--- src/rtl/vga_ball_pkg.sv ---
// Shared types and constants for the multi-ball VGA sprite engine.
// Also holds the per-axis bounce/clamp step used by the shared motion datapath.
package vga_ball_pkg;

  localparam int unsigned COORD_W = 10;

  // Update FSM states
  localparam logic [1:0] ST_IDLE = 2'd0;
  localparam logic [1:0] ST_STEP = 2'd1;
  localparam logic [1:0] ST_DONE = 2'd2;

  localparam logic [5:0] BG_COLOUR = 6'b00_00_01;

  // white, yellow, cyan, magenta, red, green, blue, gray
  localparam logic [5:0] PALETTE [0:7] = '{
    6'b11_11_11, 6'b11_11_00, 6'b00_11_11, 6'b11_00_11,
    6'b11_00_00, 6'b00_11_00, 6'b00_00_11, 6'b10_10_10
  };

  typedef struct packed {
    logic [COORD_W-1:0] pos;
    logic               dir;
    logic               bounce;
  } axis_t;

  // One axis step in 11-bit unsigned; hitting or passing a wall clamps and flips.
  function automatic axis_t axis_step(input logic [COORD_W-1:0] p,
                                      input logic               dir,
                                      input logic [10:0]        spd,
                                      input logic [10:0]        pmin,
                                      input logic [10:0]        pmax);
    axis_t       res;
    logic [10:0] nxt;
    res.pos    = p;
    res.dir    = dir;
    res.bounce = 1'b0;
    if (dir) begin
      nxt = {1'b0, p} + spd;
      if (nxt >= pmax) begin
        res.pos    = pmax[COORD_W-1:0];
        res.dir    = 1'b0;
        res.bounce = 1'b1;
      end else begin
        res.pos = nxt[COORD_W-1:0];
      end
    end else begin
      nxt = pmin + spd;
      if ({1'b0, p} < nxt) begin
        res.pos    = pmin[COORD_W-1:0];
        res.dir    = 1'b1;
        res.bounce = 1'b1;
      end else begin
        res.pos = COORD_W'({1'b0, p} - spd);
      end
    end
    return res;
  endfunction

endpackage

--- src/rtl/ball_hit_test.sv ---
// Combinational circle test: is the pixel strictly inside the ball of given radius?
module ball_hit_test
  import vga_ball_pkg::*;
#(
  parameter int unsigned RADIUS = 16
) (
  input  logic [COORD_W-1:0] i_pix_x,
  input  logic [COORD_W-1:0] i_pix_y,
  input  logic [COORD_W-1:0] i_ball_x,
  input  logic [COORD_W-1:0] i_ball_y,
  output logic               o_hit
);

  localparam logic [20:0] R_SQ = 21'(RADIUS * RADIUS);

  logic signed [10:0] w_dx;
  logic signed [10:0] w_dy;
  logic signed [21:0] w_sq_x;
  logic signed [21:0] w_sq_y;
  logic        [20:0] w_d2;

  assign w_dx   = $signed({1'b0, i_pix_x}) - $signed({1'b0, i_ball_x});
  assign w_dy   = $signed({1'b0, i_pix_y}) - $signed({1'b0, i_ball_y});
  // Squares of an 11-bit delta are below 2^20, so the 21-bit sum cannot overflow.
  assign w_sq_x = 22'(w_dx) * 22'(w_dx);
  assign w_sq_y = 22'(w_dy) * 22'(w_dy);
  assign w_d2   = 21'(w_sq_x) + 21'(w_sq_y);
  assign o_hit  = (w_d2 < R_SQ);

endmodule

--- src/rtl/vga_multi_ball.sv ---
// N independent bouncing balls: per-frame motion on one shared step datapath,
// one registered render stage producing colour and the covering ball index.
module vga_multi_ball
  import vga_ball_pkg::*;
#(
  parameter int unsigned N_BALLS  = 4,
  parameter int unsigned RADIUS   = 16,
  parameter int unsigned H_ACTIVE = 640,
  parameter int unsigned V_ACTIVE = 480,
  parameter int unsigned SPEED_W  = 3
) (
  input  logic               clk,
  input  logic               rst_n,
  input  logic               i_frame_start,
  input  logic [COORD_W-1:0] i_pix_x,
  input  logic [COORD_W-1:0] i_pix_y,
  input  logic               i_display_on,
  input  logic [SPEED_W-1:0] i_speed,
  input  logic               i_pause,
  output logic [5:0]         o_rgb,
  output logic [2:0]         o_hit_idx,
  output logic               o_hit_valid,
  output logic [15:0]        o_bounce_count,
  output logic               o_busy
);

  localparam logic [10:0] X_MIN = 11'(RADIUS);
  localparam logic [10:0] X_MAX = 11'(H_ACTIVE - 1 - RADIUS);
  localparam logic [10:0] Y_MIN = 11'(RADIUS);
  localparam logic [10:0] Y_MAX = 11'(V_ACTIVE - 1 - RADIUS);

  logic [COORD_W-1:0] r_x [N_BALLS];
  logic [COORD_W-1:0] r_y [N_BALLS];
  logic [N_BALLS-1:0] r_dx;
  logic [N_BALLS-1:0] r_dy;
  logic [1:0]         r_state;
  logic [2:0]         r_idx;
  logic [15:0]        r_bounce;
  logic [5:0]         r_rgb;
  logic [2:0]         r_hit_idx;
  logic               r_hit_valid;

  logic [1:0]         w_state_nxt;
  logic [2:0]         w_idx_nxt;
  logic [COORD_W-1:0] w_cur_x;
  logic [COORD_W-1:0] w_cur_y;
  logic               w_cur_dx;
  logic               w_cur_dy;
  logic [10:0]        w_spd;
  axis_t              w_step_x;
  axis_t              w_step_y;
  logic [N_BALLS-1:0] w_hit;
  logic               w_any;
  logic [2:0]         w_win;

  always_comb begin
    w_state_nxt = r_state;
    w_idx_nxt   = r_idx;
    case (r_state)
      ST_IDLE: begin
        if (i_frame_start && !i_pause && (i_speed != '0)) begin
          w_state_nxt = ST_STEP;
          w_idx_nxt   = 3'd0;
        end
      end
      ST_STEP: begin
        if (r_idx == 3'(N_BALLS - 1)) begin
          w_state_nxt = ST_DONE;
        end else begin
          w_idx_nxt = r_idx + 3'd1;
        end
      end
      default: w_state_nxt = ST_IDLE;
    endcase
  end

  always_comb begin
    w_cur_x  = '0;
    w_cur_y  = '0;
    w_cur_dx = 1'b0;
    w_cur_dy = 1'b0;
    for (int i = 0; i < N_BALLS; i++) begin
      if (r_idx == 3'(i)) begin
        w_cur_x  = r_x[i];
        w_cur_y  = r_y[i];
        w_cur_dx = r_dx[i];
        w_cur_dy = r_dy[i];
      end
    end
  end

  assign w_spd    = 11'(i_speed);
  assign w_step_x = axis_step(w_cur_x, w_cur_dx, w_spd, X_MIN, X_MAX);
  assign w_step_y = axis_step(w_cur_y, w_cur_dy, w_spd, Y_MIN, Y_MAX);

  always_ff @(posedge clk) begin
    if (!rst_n) begin
      r_state  <= ST_IDLE;
      r_idx    <= 3'd0;
      r_bounce <= 16'd0;
      for (int i = 0; i < N_BALLS; i++) begin
        r_x[i]  <= COORD_W'(RADIUS + 32 * i);
        r_y[i]  <= COORD_W'(RADIUS + 24 * i);
        r_dx[i] <= 1'(i % 2);
        r_dy[i] <= 1'((i / 2) % 2);
      end
    end else begin
      r_state <= w_state_nxt;
      r_idx   <= w_idx_nxt;
      if (r_state == ST_STEP) begin
        for (int i = 0; i < N_BALLS; i++) begin
          if (r_idx == 3'(i)) begin
            r_x[i]  <= w_step_x.pos;
            r_y[i]  <= w_step_y.pos;
            r_dx[i] <= w_step_x.dir;
            r_dy[i] <= w_step_y.dir;
          end
        end
        // A corner hit bounces both axes and counts twice.
        r_bounce <= r_bounce + 16'(w_step_x.bounce) + 16'(w_step_y.bounce);
      end
    end
  end

  for (genvar g = 0; g < N_BALLS; g++) begin : g_hit
    ball_hit_test #(
      .RADIUS(RADIUS)
    ) u_hit (
      .i_pix_x  (i_pix_x),
      .i_pix_y  (i_pix_y),
      .i_ball_x (r_x[g]),
      .i_ball_y (r_y[g]),
      .o_hit    (w_hit[g])
    );
  end

  // Scan high to low so the lowest-index covering ball wins.
  always_comb begin
    w_any = 1'b0;
    w_win = 3'd0;
    for (int i = N_BALLS - 1; i >= 0; i--) begin
      if (w_hit[i]) begin
        w_any = 1'b1;
        w_win = 3'(i);
      end
    end
  end

  always_ff @(posedge clk) begin
    if (!rst_n) begin
      r_rgb       <= 6'd0;
      r_hit_idx   <= 3'd0;
      r_hit_valid <= 1'b0;
    end else if (!i_display_on) begin
      r_rgb       <= 6'd0;
      r_hit_idx   <= 3'd0;
      r_hit_valid <= 1'b0;
    end else if (w_any) begin
      r_rgb       <= PALETTE[w_win];
      r_hit_idx   <= w_win;
      r_hit_valid <= 1'b1;
    end else begin
      r_rgb       <= BG_COLOUR;
      r_hit_idx   <= 3'd0;
      r_hit_valid <= 1'b0;
    end
  end

  assign o_rgb          = r_rgb;
  assign o_hit_idx      = r_hit_idx;
  assign o_hit_valid    = r_hit_valid;
  assign o_bounce_count = r_bounce;
  assign o_busy         = (r_state != ST_IDLE);

endmodule

--- config.mk ---
export PLATFORM = sky130hd
export DESIGN_NAME = vga_multi_ball
export DESIGN_NICKNAME = d
export VERILOG_FILES = /design/src/rtl/vga_ball_pkg.sv /design/src/rtl/ball_hit_test.sv /design/src/rtl/vga_multi_ball.sv
export SDC_FILE = /design/constraint.sdc
export NUM_CORES = 2
export LEC_CHECK = 0
export CAP_MARGIN = 20
export CORE_ASPECT_RATIO = 1.5
export CORE_MARGIN = 5
export CORE_UTILIZATION = 55
export DETAILED_ROUTE_END_ITERATION = 8
export HOLD_SLACK_MARGIN = 0.02
export PLACE_DENSITY = 0.71
export RECOVER_POWER = 100
export SYNTH_ARGS = -nofsm -noshare
export SYNTH_HDL_FRONTEND = slang
export SYNTH_SLANG_ARGS = --single-unit
--- constraint.sdc ---
create_clock -name clk -period 21.5 [get_ports clk]
set_input_delay 4.3 -clock clk [delete_from_list [all_inputs] [get_ports clk]]
set_output_delay 4.3 -clock clk [all_outputs]
set_load 0.02 [all_outputs]
# ---- Word level (Yosys, flattened, before mapping)
# Memory sizes are Yosys's and may differ from the RTL's.
# Cells that the tools add are included.
dict set report totals {
  regBits 39
  ramBits 80
  mem_bits_ro 48
  out_inout_bits 27
  wordCells 156
  memories 3
}
# memory words width read_ports rd_ports_with_merged_regs write_ports line
set mem_list {}
lappend mem_list {{(name not given)} 8 6 1 0 0 vga_multi_ball.sv:159} ;# r_rgb <= PALETTE[w_win];
lappend mem_list {r_x 4 10 4 0 4 vga_multi_ball.sv:32} ;# logic [COORD_W-1:0] r_x [N_BALLS];
lappend mem_list {r_y 4 10 4 0 4 vga_multi_ball.sv:33} ;# logic [COORD_W-1:0] r_y [N_BALLS];
dict set report op_classes {
  n_addsub 20
  n_mul 8
  order_cmp 9
  n_eq_ne 7
  mux 69
  bitwise_logic 9
  n_reduce_logical 16
}
# op n
set ops {}
lappend ops {{$mux W10} 20}
lappend ops {{$mul A11 B11 Y21} 8}
lappend ops {{$sub A10 B10 Y11} 8}
lappend ops {{$add A21 B21 Y21} 4}
lappend ops {{$lt A21 B9 Y1 const B} 4}
lappend ops {{$add A16 B1 Y16} 2}
lappend ops {{$mux W1} 31}
lappend ops {{$mux W12} 2}
lappend ops {{$add A10 B3 Y11} 2}
lappend ops {{$sub A10 B3 Y10} 2}
lappend ops {{$mux W3} 5}
lappend ops {{$mux W2} 7}
lappend ops {{$mux W6} 2}
lappend ops {{$reduce_and A2 Y1} 6}
lappend ops {{$ge A11 B10 Y1 const B} 1}
lappend ops {{$ge A11 B9 Y1 const B} 1}
lappend ops {{$lt A10 B11 Y1} 1}
lappend ops {{$lt A10 B6 Y1} 1}
lappend ops {{$or A1 B1 Y1} 8}
lappend ops {{$add A5 B3 Y6 const A} 1}
lappend ops {{$eq A3 B2 Y1 const B} 2}
lappend ops {{$pmux W3 S2} 1}
lappend ops {{$reduce_and A3 Y1} 2}
lappend ops {{$ge A4 B4 Y1 const B} 1}
lappend ops {{13 further kinds} 16}

# ---- Depth between registers and ports, before layout
# An unclocked memory read counts as a cell.
dict set report logic_depth {
  ltp_word 14
  mapped_depth 39
}

# ---- By module
# A second synthesis with hierarchy kept.
dict set report hier_totals {
  cells_unflattened 4490
  hier_area_um2 41212.0
}
# module n_inst cells_each area_each_um2
set modules_own_cells {}
lappend modules_own_cells {{ball_hit_test (g_hit[2].u_hit)} 1 952 8655.8}
lappend modules_own_cells {{ball_hit_test (g_hit[0].u_hit)} 1 943 8610.8}
lappend modules_own_cells {{ball_hit_test (g_hit[3].u_hit)} 1 938 8582.0}
lappend modules_own_cells {{ball_hit_test (g_hit[1].u_hit)} 1 931 8501.9}
lappend modules_own_cells {vga_multi_ball 1 726 6861.6}

# ---- Worst setup path before layout
# No wires, ideal clock.
dict set report synth_path {
  path_type {input to register}
  start {in i_pix_y[0]}
  end {reg r_hit_valid, in the netlist o_hit_valid}
  setup_ps 70
  arrival_ps 13274
  t_required_ps 21430
  slack_ps 8156
  stages 35
  path_buffers 1
  cell_sequence {inv_1 > ha_1 > inv_1 > fa_1 > a21o_1 > a21oi_1 > o21ai_0 > a21oi_1 > o21ai_0 > a21oi_1 > o21bai_1 > a21o_1 > clkbuf_1 > nor2_1 > fa_1 > fa_1 > inv_1 > fa_1 > inv_1 > fa_1 > inv_1 > fa_1 > fa_1 > inv_1 > fa_1 > ha_1 > and2_1 > o21a_1 > a31oi_1 > a311oi_1 > or4_1 > or4_1 > or4_4 > o21a_1 > a21oi_1}
}
dict set report synth_between {
  elab_chain_cells 9
  word_cells_on_any_way 21
  classes_between {8 x add/sub; 4 x mul; 4 x order compare; 5 x mux}
}
# item line
set synth_lines {}
lappend synth_lines {{from (decl)} vga_multi_ball.sv:16} ;# input logic [COORD_W-1:0] i_pix_y,
lappend synth_lines {{$sub A10 B10 Y11} ball_hit_test.sv:23} ;# assign w_dy = $signed({1'b0, i_pix_y}) - $signed({1'b0, i_ball_y});
lappend synth_lines {{$mul A11 B11 Y21} ball_hit_test.sv:26} ;# assign w_sq_y = 22'(w_dy) * 22'(w_dy);
lappend synth_lines {{$add A21 B21 Y21} ball_hit_test.sv:27} ;# assign w_d2 = 21'(w_sq_x) + 21'(w_sq_y);
lappend synth_lines {{$lt A21 B9 Y1} ball_hit_test.sv:28} ;# assign o_hit = (w_d2 < R_SQ);
lappend synth_lines {{$mux W1 (3 in series)} vga_multi_ball.sv:142} ;# if (w_hit[i]) begin
lappend synth_lines {{$mux W1 (*)} vga_multi_ball.sv:142}
lappend synth_lines {{$mux W1 (*)} vga_multi_ball.sv:158} ;# end else if (w_any) begin
lappend synth_lines {{to (signal assigned)} vga_multi_ball.sv:157} ;# r_hit_valid <= 1'b0;
lappend synth_lines {{to (signal assigned)} vga_multi_ball.sv:161} ;# r_hit_valid <= 1'b1;
lappend synth_lines {{to (signal assigned)} vga_multi_ball.sv:165} ;# r_hit_valid <= 1'b0;
lappend synth_lines {{to (decl)} vga_multi_ball.sv:41} ;# logic r_hit_valid;
# Mark *: on every way between the ends. The rest lies on a longest branch, timed or not.
# A chain may end at the register's enable or synchronous reset.

# ---- Final worst setup path
dict set report layout_path {
  start {in i_pix_y[1]}
  end {reg r_rgb[3], in the netlist o_rgb[3]}
}
dict set report layout_between {
  elab_chain_cells 12
  word_cells_on_any_way 29
  classes_between {8 x add/sub; 4 x mul; 4 x order compare; 10 x mux; 1 x bitwise; 1 x reduce/logical; 1 x memory}
}
# item line
set layout_lines {}
lappend layout_lines {{$sub A10 B10 Y11} ball_hit_test.sv:23}
lappend layout_lines {{$mul A11 B11 Y21} ball_hit_test.sv:26}
lappend layout_lines {{$add A21 B21 Y21} ball_hit_test.sv:27}
lappend layout_lines {{$lt A21 B9 Y1} ball_hit_test.sv:28}
lappend layout_lines {{$mux W2} vga_multi_ball.sv:142}
lappend layout_lines {{$mux W3 (3 in series)} vga_multi_ball.sv:142}
lappend layout_lines {{$not A3 Y4 (not written as such)} vga_multi_ball.sv:159}
lappend layout_lines {{$mem_v2 Z8 W6} n/a}
lappend layout_lines {{$mux W6 (not written as such) (2 in series)} vga_multi_ball.sv:159}
lappend layout_lines {{to (signal assigned)} vga_multi_ball.sv:159}
lappend layout_lines {{to (decl)} vga_multi_ball.sv:39} ;# logic [5:0] r_rgb;
# Several ways; a longest one is shown, not always the timed one. The select of a mux whose other input is x is not followed.

==> results by group <==
Clock tree
  – Worst-skew pair later-pin latency: 440 ps
  – # Post-CTS Setup Buffers: 0
  – CTS resizes: 0
  – CTS hold repair buffers: 0
  – Cts bufs inserted: 17
  – CTS root buf: clkbuf_16
  – Clk pin slew, worst setup/hold paths: 70 ps
  – H-tree depth: 4
  – Clock Tree Buf Depth: 2
  – Clock sinks: 116
  – CTS tree: done

Detailed routing
  – Pre-Repair DR Iteration Count: 5
  – Post-Route WL: 101.4 mm
  – Vias per cell: 5.391
  – Via Count: 30.25k
  – Antenna Violating Nets Remaining: 0
  – Initial drt markers: 1869
  – DR WL/cell: 18.07 um
  – DRC: 0

Hold path
  – Min-delay worst type: flip-flop to flip-flop

Critical path
  – Critical Path End Type: flip-flop
  – WP data required: 21840 ps
  – Startpoint types: input port
  – Slowest CP cell: dlygate4sd3_1
  – R2R setup slack: 11540 ps
  – Crit Path Category: input port to flip-flop
  – Largest fanout on the critical path: 10
  – CP dominant cell by count: fa_1
  – WP data arrival: 14570 ps
  – Critical path's largest stage delay: 860 ps

STA
  – Slew margin rel.: -22.83%
  – Unrepaired setup endpoints after global routing: false
  – Fmax: 0.07025 GHz
  – Crit share post-route: 66.21%
  – # setup viols final: 0
  – Skew final: 12.28 ps
  – Fin. Hold Viols: 0
  – Worst-margin pin slew: 1842 ps
  – Post-layout min period: 14240 ps
  – Final Max Tran Viols: 37
  – Final TNS setup: 0 ps

Placed design
  – DP Wirelength: 87.33 mm
  – Number of port buffers: 53
  – Gpl congestion: 0.9348

Layout
  – Synth-to-Final Area Change: 5.746%
  – Final net count: 5911
  – Fillers: 6649
  – Layout cells sized above 1: 2.409%

Yosys
  – Largest family of logic cells by synthesized area: adder cells
  – Post-synthesis mux area share: 0.3709%
  – Share of async-settable or async-resettable flops after synthesis: 0%
  – EDFF count, synth: 80
  – Yosys reg bits: 116
  – Sequential element share of the synthesized area: 7.588%
  – Simple logic cell fraction of the synthesized area: 12.53%
  – Post-synthesis compound-gate area fraction: 7.032%
  – Synth Cell Area: 41160 um^2
  – Post-Syn Nets: 5882
  – Synth Area in XOR/XNOR: 4.013%
  – Instance count of the mapped netlist: 4565
  – Synth Flop Type: edfxtp_1
  – Average cell area after synthesis: 9.016 um^2
  – Yosys cell types: 91
  – Post-Synth Adder-Cell Area: 55.80%
  – Yosys Warn Count: 0

Global route
  – Initial antenna violation count: 1
  – Grt total ovfl: 0
  – Vias in the first global route: 32.67k
  – GRT Total Usage: 25.97%
  – Global-route wire length before repair: 165.2 mm
  – Largest net degree at the start of global routing: 48

Die
  – Chip width: 233.4 um
  – Die Ht: 345.0 um
  – Initial Util: 55.14%
  – Die area: 80510 um^2
  – Io pins: 55
  – Row Count: 123
  – CORE AREA: 74640 um^2

Flow run
  – Max-Cap Viols: 1

Run status
  – Status: finished, violations left
  – Violated checks: capacitance limit, slew limit
==> layout by cell type, fill, tap and decap left out, types with 10 or more instances in the layout <==
master | synthesis | routed
and2_0 | 0 | 11
o21a_1 | 13 | 13
inv_1 | 1273 | 1273
xnor2_1 | 146 | 145
buf_4 | 3 | 43
a31oi_1 | 21 | 21
a21boi_0 | 16 | 17
nor2_1 | 404 | 404
clkbuf_16 | 0 | 17
nor2b_1 | 37 | 37
o21ai_0 | 98 | 100
and2_1 | 85 | 74
ha_1 | 378 | 378
clkinv_1 | 21 | 21
clkdlybuf4s50_1 | 0 | 23
or3_1 | 13 | 13
o211ai_1 | 22 | 22
and3_1 | 14 | 14
dlygate4sd3_1 | 0 | 30
dfxtp_1 | 36 | 36
nand2b_1 | 48 | 48
nand3b_1 | 17 | 17
nand3_1 | 43 | 43
o21bai_1 | 11 | 11
edfxtp_1 | 80 | 80
or2_2 | 15 | 15
nor3_1 | 30 | 29
nand2_1 | 377 | 377
fa_1 | 911 | 911
a21o_1 | 29 | 29
xor2_1 | 40 | 40
nand4_1 | 14 | 14
mux2i_1 | 13 | 13
a21oi_1 | 108 | 109
a211oi_1 | 9 | 10
==> through the flow <==
step	utilization, %	setup slack [ps]	cells	cell area (um^2)	hold slack [ps]
floorplan	-	8156	4565	41160	424.9
CTS	58.28	7450	5603	43500	470.3
finish	58.31	7264	5610	43520	471.7
global placement	57.51	7185	5571	42930	438.0
detailed placement	57.51	6998	5571	42930	454.4
global route	58.30	6398	5607	43510	497.5
==> synth_stat cells, types with 21 or more instances <==
master	n	area share [%]
inv_1	1273	12
nand3_1	43	0.52
xor2_1	40	0.85
clkbuf_1	75	0.68
nor2_1	404	3.7
o211ai_1	22	0.40
a31oi_1	21	0.32
a21oi_1	108	1.3
edfxtp_1	80	5.8
and2_1	85	1.3
a21o_1	29	0.53
clkinv_1	21	0.19
ha_1	378	11
nor2b_1	37	0.56
xnor2_1	146	3.1
fa_1	911	44
o21ai_0	98	1.2
nand2b_1	48	0.73
nand2_1	377	3.4
dfxtp_1	36	1.8
nor3_1	30	0.36
==> worst max-delay path, delay by kind of cell <==
kind	cells	cell delay [ps]
xor+xnor	1	840
compound gates	12	2760
buf+inv	4	1340
fa+ha+maj	9	4010
simple gates	5	1290
==> final timing paths <==
| check | from | endpoint | cells after the start |
|---|---|---|---|
| setup reg to reg | r_y[0][0]$_SDFFCE_PN0P_ | o_rgb[4]$_SDFF_PN0_ | 34 |
| hold / removal | r_dx[0]$_SDFFE_PN0P_ | r_dx[0]$_SDFFE_PN0P_ | 2 |
| setup / recovery | i_pix_y[1] | o_rgb[3]$_SDFF_PN0_ | 31 |
| hold reg to reg | r_dx[0]$_SDFFE_PN0P_ | r_dx[0]$_SDFFE_PN0P_ | 2 |
==> cells by family (layout without fill, tap and decap cells) <==
| kind of cell | after synthesis | count (layout) |
|---|---|---|
| DFF | 116 | 116 |
| buffers and inverters | 1382 | 1424 |
| and+or+nand+nor | 1136 | 1136 |
| xor gates and xnor gates | 187 | 187 |
| AOI/OAI and AO/OA | 439 | 439 |
| other | 1 | 4 |
| adders and majority gates | 1289 | 1289 |
| muxes | 15 | 15 |
==> area by class of cell <==
class	instances	area, um^2	area share [%]
Tap cell	1000	1251	2.875
Antenna cell	3	7.507	0.01725
Inverter	1295	4861	11.17
Clock buffer	17	425.4	0.9775
Clock inverter	15	145.1	0.3335
Sequential cell	116	3123	7.176
Timing Repair Buffer	97	857.1	1.969
Multi-Input combinational cell	3067	32850	75.48
==> routing by layer <==
metal | vias to the layer above | routed length [um] | track usage, %
li1 | 13790 | - | -
met1 | 15270 | 35530 | 29.94
met2 | 904 | 54130 | 47.22
met3 | 288 | 5000 | 2.794
met4 | 0 | 6705 | 13.33
met5 | - | 0 | 0
==> sequential cells by signal (all words and copies together), names as in the netlist <==
name,count
r_y,40
o_hit_idx,2
o_hit_valid,1
r_x,40
r_dx,4
o_rgb,4
r_state,2
o_bounce_count,16
r_idx,3
r_dy,4
Power is left out: the tool's default activity adds up to more than one toggle a clock period on the data nets, which glitch-free logic cannot reach.
